`src/rtl/radix_4_ntt_feeder.sv`:
```
// Packs a serial coefficient stream into four-lane butterfly groups held in a two-slot ping-pong buffer.
// Optional input reduction modulo Q is enabled by defining RADIX_4_NTT_FEEDER_MOD_REDUCE_EN.
module radix_4_ntt_feeder #(
  parameter int N = 17,
  parameter int POINTS = 16,
  parameter int Q = 65537,
  localparam int GROUPS = POINTS / 4,
  localparam int TW = (GROUPS > 1) ? $clog2(GROUPS) : 1
) (
  input  logic          clk,
  input  logic          rst,
  input  logic [N-1:0]  in_data,
  input  logic          in_inv,
  input  logic          in_valid,
  output logic          in_ready,
  output logic [N-1:0]  a,
  output logic [N-1:0]  b,
  output logic [N-1:0]  c,
  output logic [N-1:0]  d,
  output logic [TW-1:0] tf_idx,
  output logic          inv,
  output logic          last_group,
  output logic          out_valid,
  input  logic          out_ready
);

  localparam logic [N-1:0]  QN    = N'(Q);
  localparam logic [TW-1:0] GLAST = TW'(GROUPS - 1);

  logic [1:0]    lane;
  logic [TW-1:0] grp;
  logic [1:0]    count;
  logic          wptr;
  logic          rptr;
  logic          frame_inv;

  logic [N-1:0]  slot_d [2][4];
  logic [TW-1:0] slot_tf [2];
  logic          slot_inv [2];
  logic          slot_last [2];

  logic          acc;
  logic          commit;
  logic          pop;
  logic [N-1:0]  sample;

  assign in_ready  = (count < 2'd2);
  assign out_valid = (count != 2'd0);
  assign acc       = in_valid && in_ready;
  assign commit    = acc && (lane == 2'd3);
  assign pop       = out_valid && out_ready;

  // A single conditional subtract suffices since 2^N-1 < 2Q.
  always_comb begin
    sample = in_data;
`ifdef RADIX_4_NTT_FEEDER_MOD_REDUCE_EN
    if (in_data >= QN) sample = in_data - QN;
`endif
  end

  assign a          = slot_d[rptr][0];
  assign b          = slot_d[rptr][1];
  assign c          = slot_d[rptr][2];
  assign d          = slot_d[rptr][3];
  assign tf_idx     = slot_tf[rptr];
  assign inv        = slot_inv[rptr];
  assign last_group = slot_last[rptr];

  always_ff @(posedge clk or posedge rst) begin
    if (rst) begin
      lane      <= 2'd0;
      grp       <= '0;
      count     <= 2'd0;
      wptr      <= 1'b0;
      rptr      <= 1'b0;
      frame_inv <= 1'b0;
      for (int s = 0; s < 2; s++) begin
        for (int l = 0; l < 4; l++) slot_d[s][l] <= '0;
        slot_tf[s]   <= '0;
        slot_inv[s]  <= 1'b0;
        slot_last[s] <= 1'b0;
      end
    end else begin
      // The write slot is never the one being read while count < 2, so lanes fill in place.
      if (acc) begin
        slot_d[wptr][lane] <= sample;
        lane <= lane + 2'd1;
        if (lane == 2'd0 && grp == '0) frame_inv <= in_inv;
      end
      if (commit) begin
        slot_tf[wptr]   <= grp;
        slot_inv[wptr]  <= frame_inv;
        slot_last[wptr] <= (grp == GLAST);
        grp  <= (grp == GLAST) ? '0 : grp + 1'b1;
        wptr <= ~wptr;
      end
      if (pop) rptr <= ~rptr;
      case ({commit, pop})
        2'b10:   count <= count + 2'd1;
        2'b01:   count <= count - 2'd1;
        default: count <= count;
      endcase
    end
  end

endmodule
```
`config.mk`:
```
export PLATFORM = sky130hd
export DESIGN_NAME = radix_4_ntt_feeder
export DESIGN_NICKNAME = d
export VERILOG_FILES = /design/src/rtl/radix_4_ntt_feeder.sv
export SDC_FILE = /design/constraint.sdc
export NUM_CORES = 1
export LEC_CHECK = 0
export ABC_AREA = 1
export CAP_MARGIN = 20
export CORE_MARGIN = 5
export CORE_UTILIZATION = 55
export DETAILED_ROUTE_END_ITERATION = 6
export HOLD_SLACK_MARGIN = 0.06
export PLACE_DENSITY = 0.85
export RECOVER_POWER = 50
export SLEW_MARGIN = 40
export SYNTH_ARGS = -nofsm -noshare
export SYNTH_HDL_FRONTEND = slang
export SYNTH_SLANG_ARGS = --single-unit
export TNS_END_PERCENT = 10
```
`constraint.sdc`:
```
create_clock -name clk -period 5.39 [get_ports clk]
set_input_delay 0.8085 -clock clk [delete_from_list [all_inputs] [get_ports clk]]
set_output_delay 0.8085 -clock clk [all_outputs]
set_load 0.005 [all_outputs]
```
==> results.yml, run 1 <==
floorplan:
  die_y_um: 124
  design.core.area_mm2: 0.0127
  io_pins: 96
  dieArea_mm2: 0.0154
  rows: 41
  initial_core_util: 0.564
  die_w_um: 124
clock_network:
  cts.repair.resized: 0
  clock_path_buffers: 2
  cts_setup_buffers: 0
  clk_pin_slew_ns: 0.06
  root_buffer: "clkbuf_16"
  htree_levels: 4
  cts_tree: "done"
  clk_latency_ns: 0.43
  cts_made_buffers: 17
  cts_hold_buf: 0
  cts_sinks: 153
synthesis:
  syn_area_per_cell_um2: 7.64
  netlist_area_mm2: 0.00718
  synth_nets: 969
  seq_area_frac_synth: 0.533
  synth_top_area_share: 0.533
  syn_inst: 940
  ys_seq_elements: 153
  yosysUniqueCellTypes: 19
  synth.area.top_cells: "dfrtp_1 53%, nand2_1 30%, nand3_1 6.6%"
  yosys_warnings: 0
  synth_top_area_cell: "dfrtp_1"
final_layout:
  nets: 1025
  final_common_cell: "nand2_1"
  final_util: 0.680
  final_area_mm2: 0.00865
  area_delta_synth_final_pct: 20.4
  fin_cells: 1179
  final_cell_mix: "581 x nand2_1, 152 x dfrtp_1, 95 x nand3_1, 93 x clkdlybuf4s50_1, 17 x clkbuf_16"
  layout-drive-gt1-share: 0.0497
  n_antenna_cell: 0
drt:
  wl_met3_um: 1370
  wl_per_cell_um: 16.1
  drt_iter0_drc: 818
  wl_met1_um: 7620
  met2_length_um: 9380
  drtAntennaViolNets: 0
  wl_um: 18900
  dr_total_vias: 6379
  post_drt_via_cell_ratio: 5.41
  top_layer: "met4"
  firstDrtPassIters: 5
  drc: 0
timing:
  rsz0062_at_grt: "false"
  fin_crit_sh: 0.631
  hold_viol: 0
  final.min_clock_period_ns: 3.40
  tns_ns: 0
  max_slew_margin: -0.640
  setup_viol: 0
  max_freq_ghz: 0.294
  whs_ns: 0.469
  setup_slack_ns: 1.99
  worstMarginPinSlew_ns: 2.45
  clock_skew_ns: 0.00615
  slew_violations: 56
setup_path:
  crit_type: "in2async"
  crit_chain: "dlygate4sd3_1 > clkinvlp_2 > clkbuf_2"
  slowest_stage: "clkinvlp_2"
  critPathLaunchType: "input pin"
  endpoint_kind: "async pin"
  arrival_ns: 3.80
  crit_path_max_incr_delay_ns: 1.39
  critPathBufInv: 3
  cpLargestDelayFamily: "buffers and inverters"
  crit_fanout: 55
  crit_required_ns: 5.78
power:
  power_mw: 5.49
  power_density_mw_per_mm2: 635
  power.leakage_nw: 4.70
  irDropWorstVdd_uv: 373
grt:
  grt_pass1_wl_um: 31100
  grt_overflow: 0
  grt_start_max_net_pins: 74
  antenna_found_initial: 0
  grt_pass1_vias: 6116
  grt_usage: 0.248
worst_hold_path:
  min_path_type: "reg2reg"
placement:
  placed_cell_area_mm2: 0.00804
  hpwlAfterDp_um: 11500
  io_buffers: 95
  place_congestion: 0.844
  dp_slack_ns: 2.21
  place_inst: 1149
run_status:
  violations: "capacitance limit, slew limit"
  outcome: "finished, violations left"
run:
  max_cap_viol_count: 1
[layout make-up]
| cell class | count | area [um^2] |
|---|---|---|
| Multi-Input combinational cell | 706 | 2920 |
| Inverter | 17 | 65.1 |
| Clock inverter | 8 | 145 |
| Clock buffer | 22 | 464 |
| Timing Repair Buffer | 101 | 1010 |
| Fill cell | 1043 | 4070 |
| Sequential cell | 153 | 3830 |
| Tap cell | 172 | 215 |
[metal layers]
metal  global-route usage  vias to the layer above
met5                    0                        -
met4               0.0858                        0
met3               0.0502                       38
met2                0.408                      289
met1                0.329                     3059
li1                     -                     2993
[logic make-up after synthesis]
group / Yosys count / share of synthesized area
adder cells (fa/ha/maj): 7 / 0.0122
XOR/XNOR: 2 / 0.00244
buffers and inverters: 81 / 0.0606
flip-flops: 153 / 0.533
AND/OR/NAND/NOR: 695 / 0.390
AO/OA/AOI/OAI: 2 / 0.00139
[cells in the mapped netlist, drive strengths merged]
cell / count
clkbuf: 20
xnor2: 1
nand4: 4
nor2: 10
inv: 17
dfrtp: 153
nand3: 95
o21ai: 2
xor2: 1
buf: 44
nand2: 586
ha: 7
[power breakdown]
group	switching, mW	total [mW]	leakage [nW]	internal, mW
clock	0.454	1.25	0.292	0.792
combinational	1.25	2.28	2.47	1.03
sequential	0.306	1.97	1.93	1.66
[sequential cells by signal (all words and copies together) (netlist names)]
name and flops:
slot_last 2, slot_d 136, count 2, lane 2, frame_inv 1, slot_inv 2
slot_tf 4, grp 2, rptr 1, wptr 1
[path summary, 6_finish.rpt]
path | startpoint | end | slack (ns) | depth (start not counted)
max | rst | slot_inv[1] | 1.99 | 3
min | slot_d[38] | slot_d[38] | 0.47 | 2
max reg2reg | count[1] | count[1] | 3.02 | 9
min reg2reg | slot_d[38] | slot_d[38] | 0.47 | 2
max in group clk | rptr | last_group | 2.02 | 5
min in group asynchronous | rst | slot_d[55] | 1.51 | 2
[worst min-delay path, stage by stage (launching register included)]
cell and delay (ns):
dfrtp_1 0.34, nand2_1 0.05, nand2_1 0.05
Note: power is estimated with default switching activity, not from simulation.
==> run 2: changes to the inputs <==
==> constraint.sdc (replaced) <==
create_clock -name clk -period 3.3 [get_ports clk]
set_input_delay 0.495 -clock clk [delete_from_list [all_inputs] [get_ports clk]]
set_output_delay 0.495 -clock clk [all_outputs]
set_load 0.005 [all_outputs]
==> run 2 against run 1 <==
  * The flow now finishes without violations
  * Final area is 0.62% higher
  * Clock power grew 64%
  * Clock-buffer cell count up 1
  * Routed wire length decreased by 2.0%
  * Utilization up 0.42 points
  * Critical path depth up 2
  * Sequential power rose by 62%
  * Via count is 1.1% lower
==> results.yml, run 2 (same netlist as run 1, synthesis figures left out) <==
run_status:
  outcome: "complete, no violations"
worst_hold_path:
  min_path_type: "reg2reg"
  min_to: "slot_d[31]"
  worstHoldPathCells: 2
  hold_start: "slot_d[31]"
setup_path:
  arrival_ns: 2.31
  endpoint_kind: "primary output"
  path_common_cell: "nand2_1"
  critPathLaunchType: "flip-flop"
  r2r_slack_ns: 1.17
  crit_chain: "inv_2 > buf_4 > nand2_1 > nand2_1 > clkdlybuf4s50_1"
  crit_type: "reg2out"
  cpLargestDelayFamily: "buffers and inverters"
  critPathBufInv: 3
  crit_fanout: 31
  slowest_stage: "clkdlybuf4s50_1"
  rr_endpoint: "slot_d[41]"
  r2r-start: "wptr"
  crit_required_ns: 2.80
  cp.depth: 5
  crit_path_max_incr_delay_ns: 0.52
  reg2reg_depth: 4
final_layout:
  final_cell_mix: "581 x nand2_1, 152 x dfrtp_1, 95 x nand3_1, 93 x clkdlybuf4s50_1, 17 x clkbuf_16"
  final_util: 0.684
  area_delta_synth_final_pct: 21.2
  nets: 1029
  largest_registers: "slot_d: 136 flops, slot_tf: 4 flops"
  layout-drive-gt1-share: 0.0524
  n_antenna_cell: 0
  largest_reg_flops: 136
  fin_cells: 1184
  largest-register: "slot_d"
  nFillCells: 1068
  final_common_cell: "nand2_1"
clock_network:
  clk_latency_ns: 0.43
  cts_sinks: 153
  clock_path_buffers: 2
  cts.repair.resized: 0
  cts_setup_buffers: 0
  cts_hold_buf: 0
  cts_tree: "done"
  root_buffer: "clkbuf_16"
  clk_pin_slew_ns: 0.06
  htree_levels: 4
  cts_made_buffers: 17
grt:
  grt_usage: 0.250
  grt_pass1_vias: 6238
  grt_start_max_net_pins: 101
  grt_overflow: 0
  antenna_found_initial: 0
  grt_pass1_wl_um: 31800
power:
  p_int_mw: 5.72
  power_density_mw_per_mm2: 1030
  irDropWorstVdd_uv: 506
  switching_share: 0.363
  p_comb_frac: 0.415
  p_clk_frac: 0.228
  p_sw_mw: 3.26
  power.leakage_nw: 4.74
  seq_power_share: 0.357
floorplan:
  die_w_um: 124
  design.core.area_mm2: 0.0127
  initial_core_util: 0.564
  rows: 41
  io_pins: 96
  dieArea_mm2: 0.0154
  die_y_um: 124
timing:
  max_slew_margin: 0.0878
  setup_slack_ns: 0.494
  setup_viol: 0
  rsz0062_at_grt: "false"
  max_freq_ghz: 0.356
  hold_viol: 0
  clock_skew_ns: 0.00615
  final.min_clock_period_ns: 2.81
  slew_violations: 0
  worstMarginPinSlew_ns: 1.36
  fin_crit_sh: 0.850
  tns_ns: 0
placement:
  place_congestion: 0.853
  dp_slack_ns: 0.776
  io_buffers: 95
  hpwlAfterDp_um: 11500
  place_inst: 1153
drt:
  drt_iter0_drc: 883
  post_drt_via_cell_ratio: 5.33
  dr_total_vias: 6306
  drtAntennaViolNets: 0
  wl_um: 18600
  firstDrtPassIters: 5
  wl_per_cell_um: 15.7
  drc: 0
run:
  max_cap_viol_count: 0
run 2: final cells by class:
| cell class | count | area, um^2 | area share |
|---|---|---|---|
| clock buffer | 23 | 468 | 0.0538 |
| timing repair buffer | 105 | 1060 | 0.122 |
| inverter | 17 | 65.1 | 0.00748 |
| sequential | 153 | 3830 | 0.440 |
| multi-input combinational | 706 | 2920 | 0.335 |
| clock inverter | 8 | 144 | 0.0165 |
| tap | 172 | 215 | 0.0247 |
run 2: per-layer routing:
metal  vias up  global-route usage  wire length (um)  share of wire
met5         -                   0                 0              0
met4         0              0.0980               554          0.030
met3        39              0.0489              1160          0.063
met2       264               0.403              8920           0.48
met1      3003               0.335              7920           0.43
li1       3000                   -                 -              -
run 2: worst min-delay path, stage by stage, from the launching register on:
cell,delay [ns]
dfrtp_1,0.34
nand2_1,0.05
nand2_1,0.05
run 2: power groups by stage:
stage / clock network (mW) / logic, mW / registers [mW]
after floorplan: 0 / 2.12 / 3.08
after global placement: 0 / 3.64 / 3.18
after detailed placement: 0 / 3.74 / 3.20
after CTS: 2.05 / 3.77 / 3.19
after global routing: 2.13 / 4.21 / 3.31
final: 2.05 / 3.73 / 3.20
run 2: worst max-delay path by stage:
| stage | from | to | slack [ns] |
|---|---|---|---|
| after detailed placement | in_valid | slot_tf[2] | 0.78 |
| after global placement | in_valid | slot_d[70] | 0.85 |
| final | rptr | a[15] | 0.49 |
| after CTS | rptr | b[16] | 0.48 |
| after floorplan | rst | count[0] | 0.87 |
| after global routing | rptr | c[11] | 0.38 |
run 2: stage by stage:
stage	power [mW]	area [um^2]	hold WS [ns]
finish	8.98	8700	0.469
global route	9.65	8700	0.485
CTS	9.01	8720	0.473
detailed placement	6.93	8110	0.458
global placement	6.82	8110	0.453
floorplan	5.19	7180	0.442
==> run 3: changes to the inputs <==
--- a/config.mk
+++ b/config.mk
@@ -7,7 +7,7 @@
 export LEC_CHECK = 0
 export ABC_AREA = 1
 export CAP_MARGIN = 20
-export CORE_MARGIN = 5
+export CORE_MARGIN = 2
 export CORE_UTILIZATION = 55
 export DETAILED_ROUTE_END_ITERATION = 6
 export HOLD_SLACK_MARGIN = 0.06
==> run 3 against run 2 <==
  * The run now ends with capacitance limit left
  * Via count grew 2.5%
  * Sequential power barely moved
  * Largest power group unchanged
  * Combinational power rose by 1%
  * Critical path type unchanged
  * Maximum frequency up 1.0%
  * Final area decreased by 0.16%
==> results.yml, run 3 (same netlist as run 1, synthesis figures left out) <==
worst_hold_path:
  min_path_type: "reg2reg"
placement:
  placed_cell_area_mm2: 0.00815
  place_inst: 1160
  io_buffers: 95
  place_congestion: 0.813
  hpwlAfterDp_um: 11900
  dp_slack_ns: 0.836
setup_path:
  arrival_ns: 2.28
  crit_required_ns: 2.80
  endpoint_kind: "primary output"
  crit_fanout: 73
  critPathLaunchType: "flip-flop"
  crit_type: "reg2out"
final_layout:
  layout-drive-gt1-share: 0.0578
  nets: 1036
  final_common_cell: "nand2_1"
  n_antenna_cell: 0
  nFillCells: 1000
  largest_registers: "slot_d: 136 flops, slot_tf: 4 flops"
  largest_reg_flops: 136
  fin_cells: 1192
  largest-register: "slot_d"
  final_area_mm2: 0.00869
  area_delta_synth_final_pct: 21.0
  final_cell_mix: "581 x nand2_1, 152 x dfrtp_1, 95 x nand3_1, 93 x clkdlybuf4s50_1, 17 x clkbuf_16"
  final_util: 0.686
drt:
  drc: 0
  drt_iter0_drc: 600
  met2_length_um: 9540
  post_drt_via_cell_ratio: 5.42
  firstDrtPassIters: 5
  wl_um: 19200
  top_layer: "met4"
  wl_per_cell_um: 16.1
  wl_met3_um: 1390
  dr_total_vias: 6462
  wl_met1_um: 7710
  drtAntennaViolNets: 0
timing:
  rsz0062_at_grt: "false"
  setup_viol: 0
  clock_skew_ns: 0.00710
  max_slew_margin: 0.00146
  setup_slack_ns: 0.522
  final.min_clock_period_ns: 2.78
  slew_violations: 0
  max_freq_ghz: 0.360
  tns_ns: 0
  fin_crit_sh: 0.842
  worstMarginPinSlew_ns: 1.50
  hold_viol: 0
clock_network:
  htree_levels: 4
  cts_tree: "done"
  clk_latency_ns: 0.43
  clk_pin_slew_ns: 0.06
  cts_setup_buffers: 0
  cts_made_buffers: 17
  cts_sinks: 153
  cts_hold_buf: 0
  clock_path_buffers: 2
  root_buffer: "clkbuf_16"
  cts.repair.resized: 0
floorplan:
  rows: 41
  design.core.area_mm2: 0.0127
  die_w_um: 118
  initial_core_util: 0.567
  io_pins: 96
  dieArea_mm2: 0.0140
  die_y_um: 118
run_status:
  outcome: "finished, violations left"
  violations: "capacitance limit"
grt:
  grt_usage: 0.287
  grt_pass1_vias: 6308
  grt_pass1_wl_um: 31700
  grt_start_max_net_pins: 74
  grt_overflow: 0
  antenna_found_initial: 0
power:
  power.leakage_nw: 4.74
  power_density_mw_per_mm2: 1030
  irDropWorstVdd_uv: 526
run:
  max_cap_viol_count: 2
run 3: changes by cell type in the layout (fill, tap and decap cells not counted), moves of 2 or more:
cell / change
clkinv_2: +4
clkbuf_8: -2
buf_4: +4
nor2_4: -2
clkinvlp_4: +3
run 3: metrics by stage:
stage / hold slack, ns / total power, mW
after global placement: 0.453 / 6.81
after global routing: 0.483 / 9.55
after detailed placement: 0.458 / 6.95
final: 0.470 / 8.93
after floorplan: 0.442 / 5.19
after CTS: 0.377 / 8.96
run 3: critical path: stages (launching register included):
cell and delay [ns]:
dfrtp_2 0.38, buf_4 0.67, nand2_1 0.11, nand2_1 0.16, clkdlybuf4s50_1 0.52
run 3: final timing paths:
check	from	slack (ns)	cells after the start	endpoint
setup / recovery	rptr	0.52	4	last_group
hold / removal	slot_d[38]	0.47	2	slot_d[38]
setup reg to reg	lane[1]	0.99	6	slot_d[44]
hold reg to reg	slot_d[38]	0.47	2	slot_d[38]
max in group asynchronous	rst	0.66	4	slot_d[21]
min in group asynchronous	rst	0.53	2	slot_d[52]
run 3: area by class of cell:
| cell class | instances | area, um^2 | share of cell area |
|---|---|---|---|
| Sequential cell | 153 | 3830 | 0.441 |
| Multi-Input combinational cell | 706 | 2910 | 0.335 |
| Timing Repair Buffer | 112 | 1090 | 0.125 |
| Clock buffer | 18 | 429 | 0.0494 |
| Tap cell | 172 | 215 | 0.0248 |
| Clock inverter | 14 | 156 | 0.0180 |
| Inverter | 17 | 65.1 | 0.00749 |
run 3: report_power, final:
part / switching, mW / internal, mW / leakage [nW]
combinational: 2.05 / 1.72 / 2.52
sequential: 0.501 / 2.71 / 1.93
clock: 0.775 / 1.18 / 0.285
run 3: metal layers:
layer | GRT usage | vias up
met3 | 0.0598 | 53
met1 | 0.365 | 3105
met4 | 0.121 | 0
met5 | 0 | -
met2 | 0.477 | 291
li1 | - | 3013
